File: config.mk
export PLATFORM = sky130hd
export DESIGN_NAME = clk_div_sequencer
export DESIGN_NICKNAME = d
export VERILOG_FILES = /design/src/rtl/clk_div_sequencer.sv
export SDC_FILE = /design/constraint.sdc
export NUM_CORES = 1
export LEC_CHECK = 0
export CORE_AREA = 8 8 78 80
export CTS_BUF_LIST = sky130_fd_sc_hd__clkbuf_16
export DETAILED_ROUTE_END_ITERATION = 10
export DIE_AREA = 0 0 86 88
export PLACE_DENSITY = 0.51
export SLEW_MARGIN = 20
export SYNTH_ARGS = -nofsm -noshare
export SYNTH_HDL_FRONTEND = slang
export SYNTH_SLANG_ARGS = --single-unit
File: constraint.sdc
create_clock -name i_clk -period 2.3 [get_ports i_clk]
set_clock_uncertainty 0.2 [all_clocks]
set_input_delay 0.345 -clock i_clk [delete_from_list [all_inputs] [get_ports i_clk]]
set_output_delay 0.345 -clock i_clk [all_outputs]
set_load 0.01 [all_outputs]
File: src/rtl/clk_div_sequencer.sv
// ---------------------------------------------------------------------------
// clk_div_sequencer
//   Power-of-two clock divider whose ratio can be reprogrammed at runtime.
//   The divided output has a 50% duty cycle. A new ratio arrives over a
//   valid/ready handshake. It is applied only at a period boundary, where
//   div_out falls. A settle gap with div_out held low follows, so the output
//   never produces a runt pulse.
//
// Ports
//   i_clk        system clock, rising edge
//   i_rst        asynchronous active-high reset
//   i_en         run request, sampled at period ends
//   i_cfg_valid  new ratio code offered
//   i_cfg_n      requested ratio code (clamped to N_MAX)
//   o_cfg_ready  ratio can be accepted this cycle (IDLE or RUN)
//   o_div_out    divided clock, registered
//   o_div_tick   one-cycle pulse in the cycle o_div_out has just toggled
//   o_active_n   ratio code currently driving o_div_out
//   o_locked     running at o_active_n with nothing pending
//   o_busy       accepted change still in progress (PEND or SETTLE)
// ---------------------------------------------------------------------------
module clk_div_sequencer #(
  parameter int CNT_W      = 8,
  parameter int N_MAX      = 7,
  parameter int N_RST      = 1,
  parameter int SETTLE_CYC = 4
) (
  input  logic       i_clk,
  input  logic       i_rst,
  input  logic       i_en,
  input  logic       i_cfg_valid,
  input  logic [2:0] i_cfg_n,
  output logic       o_cfg_ready,
  output logic       o_div_out,
  output logic       o_div_tick,
  output logic [2:0] o_active_n,
  output logic       o_locked,
  output logic       o_busy
);

  localparam int SW = (SETTLE_CYC > 1) ? $clog2(SETTLE_CYC) : 1;

  typedef enum logic [1:0] {
    S_IDLE,
    S_RUN,
    S_PEND,
    S_SETTLE
  } state_t;

  state_t           r_state;
  logic [CNT_W-1:0] r_cnt;
  logic             r_divOut;
  logic             r_divTick;
  logic [2:0]       r_activeN;
  logic [2:0]       r_pendN;
  logic [SW-1:0]    r_settleCnt;

  logic [CNT_W-1:0] w_halfLast;
  logic             w_halfDone;
  logic             w_periodEnd;
  logic             w_ready;
  logic             w_xfer;
  logic [2:0]       w_clampN;

  // The last count of a half period is 2**active_n - 1.
  assign w_halfLast  = (CNT_W'(1) << r_activeN) - CNT_W'(1);
  assign w_halfDone  = (r_cnt == w_halfLast);
  // A period ends on the toggle that takes div_out from 1 to 0.
  assign w_periodEnd = w_halfDone && r_divOut;

  // Ready depends only on the state register, so there is no path from
  // cfg_valid back to cfg_ready.
  assign w_ready  = (r_state == S_IDLE) || (r_state == S_RUN);
  assign w_xfer   = i_cfg_valid && w_ready;
  assign w_clampN = (int'(i_cfg_n) > N_MAX) ? 3'(N_MAX) : i_cfg_n;

  // The FSM and the divide datapath share one register process. The tick
  // pulse defaults low and is raised on any edge that toggles div_out.
  always_ff @(posedge i_clk or posedge i_rst) begin
    if (i_rst) begin
      r_state     <= S_IDLE;
      r_cnt       <= '0;
      r_divOut    <= 1'b0;
      r_divTick   <= 1'b0;
      r_activeN   <= 3'(N_RST);
      r_pendN     <= '0;
      r_settleCnt <= '0;
    end else begin
      r_divTick <= 1'b0;
      case (r_state)
        S_IDLE: begin
          r_cnt    <= '0;
          r_divOut <= 1'b0;
          if (w_xfer) r_activeN <= w_clampN;
          if (i_en) r_state <= S_RUN;
        end
        S_RUN, S_PEND: begin
          if (w_halfDone) begin
            r_cnt     <= '0;
            r_divOut  <= ~r_divOut;
            r_divTick <= 1'b1;
          end else begin
            r_cnt <= r_cnt + CNT_W'(1);
          end
          if (r_state == S_RUN) begin
            // An accepted change waits for the next period end, even when
            // it arrives on a period end itself.
            if (w_xfer) begin
              r_pendN <= w_clampN;
              r_state <= S_PEND;
            end else if (w_periodEnd && !i_en) begin
              r_state <= S_IDLE;
            end
          end else if (w_periodEnd) begin
            r_activeN   <= r_pendN;
            r_settleCnt <= '0;
            r_state     <= i_en ? S_SETTLE : S_IDLE;
          end
        end
        S_SETTLE: begin
          r_cnt    <= '0;
          r_divOut <= 1'b0;
          if (r_settleCnt == SW'(SETTLE_CYC - 1)) begin
            r_settleCnt <= '0;
            r_state     <= i_en ? S_RUN : S_IDLE;
          end else begin
            r_settleCnt <= r_settleCnt + SW'(1);
          end
        end
        default: r_state <= S_IDLE;
      endcase
    end
  end

  assign o_cfg_ready = w_ready;
  assign o_div_out   = r_divOut;
  assign o_div_tick  = r_divTick;
  assign o_active_n  = r_activeN;
  assign o_locked    = (r_state == S_RUN);
  assign o_busy      = (r_state == S_PEND) || (r_state == S_SETTLE);

endmodule

==> out/qor.txt, run 1 <==
Via/cell ratio -> 4.48
Worst vdd ir -> 0.000644 V
Hold WC Path Type -> input pin to async pin
RSZ-0062 raised after global routing -> false
Sequential fraction of the synthesis area -> 0.406
Vias in the first global route -> 943
Fraction of layout cells with a size suffix above 1 -> 0.156
Pwr Density -> 1280 mW/mm²
Detailed placement HPWL -> 1.97 mm
Clock Pin Slew Worst Setup and Hold Paths -> 0.06 ns
Pin count of the biggest net entering global routing -> 21
Antenna cell count -> 0
Drt total wl -> 2.69 mm
Drt wl/cell -> 12.7 µm
WP data required -> 2.24 ns
Largest delay share family, worst path -> compound AO/OA/AOI/OAI gates
Clk buf depth -> 2
Total power -> 1.98 mW
ANT nets after route -> 0
Die W -> 86 µm
Worst-skew pair later-pin latency -> 0.25 ns
Seq cells post-synth -> 20
TritonCTS buffer count -> 3
Drt first-iter violations -> 40
Port Buffers -> 14
Hold_buf cts -> 0
Warnings from Yosys -> 0
Main synth FF type -> dfrtp_1
Total track usage -> 0.0737
Post-CTS setup buffer count -> 0
Reg-to-reg slack, setup -> 0.15 ns
Die Area -> 0.00757 mm²
Worst Tran Pin Value -> 0.376 ns
Initial antenna violation count -> 0
Largest cells by area after synthesis -> dfrtp_1 (39%), ha_1 (7.1%), mux2i_1 (4.9%), nor2_1 (3.6%), xor2_1 (3.5%)
Pre-antenna DRT Iters -> 4
I/O pins -> 15
Crit path capture type -> flop
Finish-stage setup viols -> 0
Slew HR -> 0.749
Net count after synthesis -> 139
Worst setup SP type -> flop
Max stage delay on crit path -> 0.50 ns
Reg2reg start -> o_active_n[2]
Clk root buf -> clkbuf_16
Min Tclk post-route -> 2.15 ns
Synth async-reset ratio -> 1.00
Status -> finished, final reports clean
Share of the synthesized area in the top cell type -> 0.385
Area leader, netlist -> dfrtp_1
LEAKAGE -> 0.695 nW
FMAX -> 465 MHz
Max H-tree Level -> 1
Global route overflow -> 0
Final Hold Vio Count -> 0
Syn Inst Count -> 125
Core area -> 0.00491 mm²
Most used cell, CP -> nand2_1
Std cell rows -> 26
Via count -> 946
Starting Density -> 0.251
Setup TNS -> 0 ns
Max-cap viol count -> 0
Number of flops mapped to enable cells by yosys -> 0
Synthesized area -> 0.00123 mm²
GP Congestion -> 0.797
Residual DRC -> 0
Area grow syn2layout -> 25.5%
Worst-path cell chain -> nand2b_1 > nand2_1 > a221oi_2 > nand3_2 > o21ai_4 > nand2_1 > a22o_1
CP max-delay cell -> dfrtp_2
Crit-path max FO -> 13
CTS tree -> yes
Netlist cell types -> 40
Launch point of the worst path -> o_active_n[2]
WS Path Type -> flop to flop
First-pass GRT wire length -> 4.43 mm
Layout Nets -> 156
Syn_area_per_cell -> 9.88 µm²
Fin crit share -> 0.935
CP arrival -> 2.09 ns
Buf/Inv on CP -> 0
Max-slew violations -> 0
Total clock sinks -> 20
Die extent in y -> 88 µm
[logic make-up (layout without fill, tap and decap cells)]
logic type                 Yosys count  count (layout)  share of synthesized area
AOI/OAI and AO/OA                   25              25                      0.158
xor gates and xnor gates             8               8                     0.0567
adders and majority gates            7               7                     0.0709
buffers and inverters               11              27                     0.0415
DFF                                 20              20                      0.406
muxes                                9               9                     0.0760
and+or+nand+nor                     45              45                      0.190
[synthesized netlist by cell type (2+ instances only)]
| master | number |
|---|---|
| xor2_1 | 5 |
| a21oi_1 | 6 |
| nor3_1 | 3 |
| xnor2_1 | 3 |
| mux2_2 | 3 |
| ha_1 | 7 |
| nand2_1 | 9 |
| and3_1 | 3 |
| buf_2 | 2 |
| a31oi_1 | 3 |
| o21ai_0 | 4 |
| nand2b_1 | 2 |
| dfrtp_1 | 19 |
| inv_1 | 5 |
| or2_2 | 2 |
| nor2b_1 | 3 |
| nor2_1 | 12 |
| clkbuf_1 | 2 |
| nand3b_1 | 3 |
| mux2i_1 | 6 |
| nand3_1 | 4 |
[repair_timing]
action | CTS | global route
endpoints found under the setup margin | 1 | 7
pin swaps | 0 | 1
gates resized for setup | 1 | 5
[layout by cell type, fill, tap and decap left out, types with 2 or more instances in the layout]
cell type,instances
o21ai_0,4
clkbuf_16,3
a31oi_1,3
nor2_1,12
ha_1,7
dfrtp_1,17
nand2_1,9
buf_4,4
xor2_1,5
a21oi_1,6
nand2b_1,2
or2_2,2
nand3_1,4
nor3_1,2
nand3b_1,3
inv_1,5
xnor2_1,3
and3_1,3
mux2i_1,6
dfrtp_2,2
nor2b_1,3
mux2_2,3
clkdlybuf4s50_1,11
dlymetal6s2s_1,2
[state kept, by name, summed over array words and instances (netlist names)]
register     count
o_div_out        1
r_state          2
r_cnt            8
r_pendN          3
o_div_tick       1
o_active_n       3
r_settleCnt      2
[path summary, 6_finish.rpt]
| kind | to | cells after the start |
|---|---|---|
| setup / recovery | r_settleCnt[0] | 7 |
| hold / removal | r_settleCnt[1] | 3 |
| setup reg to reg | r_settleCnt[0] | 7 |
| hold reg to reg | r_settleCnt[1] | 1 |
| max in group asynchronous | o_active_n[0] | 3 |
| min in group i_clk | r_settleCnt[1] | 1 |
[power by group]
group,internal (mW),switching (mW)
clock,0.232,0.130
combinational,0.475,0.515
sequential,0.471,0.159
total,1.18,0.805
[cell type report]
cell class,count,area [µm²]
Sequential cell,20,504
Clock inverter,1,3.75
Timing Repair Buffer,18,174
Multi-Input combinational cell,94,687
Inverter,5,18.8
Tap cell,70,87.6
Clock buffer,3,75.1
Fill cell,521,3360
[worst reg2reg max path: stages, from the launching register on]
cell and delay (ns):
dfrtp_2 0.50, nand2b_1 0.13, nand2_1 0.08, a221oi_2 0.36, nand3_2 0.14, o21ai_4 0.27, nand2_1 0.12, a22o_1 0.24
[per-layer routing]
metal	GRT usage	part of all wire	vias up
li1	-	-	471
met1	0.0828	0.44	459
met2	0.125	0.49	14
met3	0.0281	0.059	2
met4	0.0239	0.0086	0
met5	0	0	-
[stage by stage]
step            util  area [µm²]  cells  worst slack, ns  hold WS [ns]
3_5_place_dp   0.297        1460    207            0.116         0.292
2_1_floorplan      -        1230    125            0.217         0.108
5_1_grt        0.316        1550    211          0.00255         0.249
3_3_place_gp   0.297        1460    207            0.186         0.281
4_1_cts        0.313        1540    211           0.0277         0.233
6_report       0.316        1550    211            0.150         0.216
No activity file was read; power rests on OpenSTA's default activity.
==> run 2, diff against run 1 <==
CORE_AREA = 2 2 72 74   (was 8 8 78 80)
DIE_AREA = 0 0 74 76   (was 0 0 86 88)
SLEW_MARGIN = unset   (was 20)
==> out/qor.txt, run 2 (synthesis gave the netlist of run 1 again) <==
Worst-path cell chain -> inv_2 > ha_1 > buf_4 > clkdlybuf4s50_1
Pre-antenna DRT Iters -> 4 (unchanged)
DP Area -> 0.00146 mm² (unchanged)
CP arrival -> 1.67 ns (-0.42 ns)
Starting Density -> 0.251 (unchanged)
Register area -> 504 µm² (unchanged)
Clk root buf -> clkbuf_16
TritonCTS buffer count -> 3 (unchanged)
Hold_buf cts -> 0 (unchanged)
Drt total wl -> 2.58 mm (-4.0%)
CTS tree -> yes
Antenna cell count -> 0 (unchanged)
Largest delay share family, worst path -> buffers and inverters
WS Path Type -> flop to primary output
Worst-skew pair later-pin latency -> 0.25 ns (about the same)
I/O pins -> 15 (unchanged)
Drt wl/cell -> 12.1 µm (-4.9%)
CP max-delay cell -> clkdlybuf4s50_1
Buf/Inv on CP -> 3 (+3)
Via count -> 975 (+3.1%)
Layout Nets -> 158 (+1.3%)
RSZ-0062 raised after global routing -> false
Fraction of layout cells with a size suffix above 1 -> 0.175 (+0.0188)
Most common cell after layout, fill and taps aside -> dfrtp_1
Max-slew violations -> 0 (unchanged)
Setup TNS -> 0 ns (unchanged)
Clock Pin Slew Worst Setup and Hold Paths -> 0.06 ns (about the same)
Finish-stage setup viols -> 0 (unchanged)
Clk buf depth -> 2 (unchanged)
Sequential share of power -> 0.313 (-0.005)
Final Hold Vio Count -> 0 (unchanged)
Area of the multi-input gates -> 687 µm² (unchanged)
Area grow syn2layout -> 26.5%
Detailed placement HPWL -> 1.95 mm (-0.84%)
Int Pwr -> 1.21 mW (+2.7%)
Die W -> 74 µm (-14%)
Max-cap viol count -> 0 (unchanged)
Worst setup SP type -> flop
Max H-tree Level -> 1 (unchanged)
Slew HR -> 0.760 (+0.0118)
Worst Tran Pin Value -> 0.358 ns (-0.0176 ns)
Commonest cells after routing, fill and taps aside -> dfrtp_1 (17), nor2_1 (12), clkdlybuf4s50_1 (12)
Std cell rows -> 26 (unchanged)
Pwr Density -> 1290 mW/mm² (+0.68%)
Clk pwr share -> 0.178 (-0.005)
Crit-path max FO -> 9 (-4)
FILL cells -> 505 (-3.1%)
Switch share -> 0.399 (-0.00687)
WP data required -> 1.75 ns (-0.49 ns)
Fin crit share -> 0.962 (+0.0271)
Port Buffers -> 14 (unchanged)
LEAKAGE -> 0.695 nW (about the same)
Min Tclk post-route -> 2.21 ns (+0.0624 ns)
Largest register FFs -> 8 (unchanged)
Drt first-iter violations -> 109 (+170%)
Total track usage -> 0.104 (+0.0299)
Hold WC Path Type -> input pin to async pin
Total clock sinks -> 20 (unchanged)
Comb pwr share -> 0.509 (+0.009)
Die Area -> 0.00562 mm² (-26%)
FMAX -> 452 MHz (-2.8%)
Crit path capture type -> primary output
Status -> finished, final reports clean
Core area -> 0.00491 mm² (unchanged)
Max stage delay on crit path -> 0.54 ns (+0.04 ns)
Worst vdd ir -> 0.000620 V (-3.6%)
Vias in the first global route -> 973 (+3.2%)
Switch Pwr -> 0.803 mW (-0.22%)
Most flops, register -> r_cnt
Initial antenna violation count -> 0 (unchanged)
Design area -> 0.00156 mm² (+0.81%)
ANT nets after route -> 0 (unchanged)
Via/cell ratio -> 4.58 (+2.1%)
Residual DRC -> 0 (unchanged)
Pin count of the biggest net entering global routing -> 21 (unchanged)
GP Congestion -> 0.825 (+3.5%)
Global route overflow -> 0 (unchanged)
First-pass GRT wire length -> 4.58 mm (+3.4%)
Die extent in y -> 76 µm (-14%)
run 2: cell count changes in the layout (fill, tap and decap cells not counted), sizes merged:
cell           delta
dlymetal6s2s      -1
clkdlybuf4s50     +1
buf               +2
run 2: per-stage QoR:
step                worst slack, ns  hold WS [ns]  total power, mW  std cells   util
floorplan                     0.217         0.108             1.32        125      -
global route                0.00885         0.266             2.19        213  0.318
global placement              0.148         0.281             1.59        207  0.297
CTS                          0.0318         0.234             1.98        211  0.313
finish                       0.0876         0.221             2.01        213  0.318
detailed placement           0.0609         0.297             1.62        207  0.297
run 2: per-layer routing:
metal / track usage / vias to the layer above / share of wire
met5: 0 / - / 0
met4: 0.0345 / 0 / 0.010
met3: 0.0291 / 4 / 0.033
met2: 0.155 / 17 / 0.49
met1: 0.142 / 479 / 0.47
li1: - / 475 / -
run 2: worst register-to-register path, cell delays in order (launching register included):
cell,delay [ns]
dfrtp_2,0.48
nor4_2,0.31
a41oi_1,0.09
a22oi_2,0.23
nand3_2,0.14
o21ai_4,0.27
nand2_1,0.11
a22o_1,0.24
run 2: path summary, 6_finish.rpt:
path	end	slack [ns]	from	cells after the start
worst max-delay path	o_locked	0.09	r_state[1]	4
worst min-delay path	o_div_tick	0.22	i_rst	3
worst max register to register	r_settleCnt[0]	0.13	o_active_n[1]	7
worst min register to register	r_settleCnt[1]	0.31	r_settleCnt[1]	1
max in group asynchronous	o_active_n[0]	1.40	i_rst	3
min in group i_clk	r_settleCnt[1]	0.31	r_settleCnt[1]	1
run 2: layout make-up:
class / instances / share of cell area
well taps: 70 / 0.0560
inverters: 5 / 0.0120
repair buffers: 20 / 0.119
clock buffers: 3 / 0.0480
multi-input cells: 94 / 0.440
flip-flops and latches: 20 / 0.323
clock inverters: 1 / 0.00240
run 2: timing repair:
item / CTS / global route
setup endpoints to repair: 1 / 13
buffers inserted: 0 / 2
pin swaps: 0 / 2
gates resized for setup: 1 / 5
run 2: power by group through the flow:
stage / sequential, mW / combinational (mW) / clock (mW)
2_1_floorplan: 0.561 / 0.758 / 0
3_3_place_gp: 0.615 / 0.973 / 0
3_5_place_dp: 0.623 / 0.996 / 0
4_1_cts: 0.617 / 0.992 / 0.368
5_1_grt: 0.649 / 1.15 / 0.384
6_report: 0.629 / 1.02 / 0.358
==> run 3, diff against run 2 <==
SLEW_MARGIN = 20   (was unset)
==> results of run 3 <==
The final DEF is identical to that of run 2; final timing and power are the same.
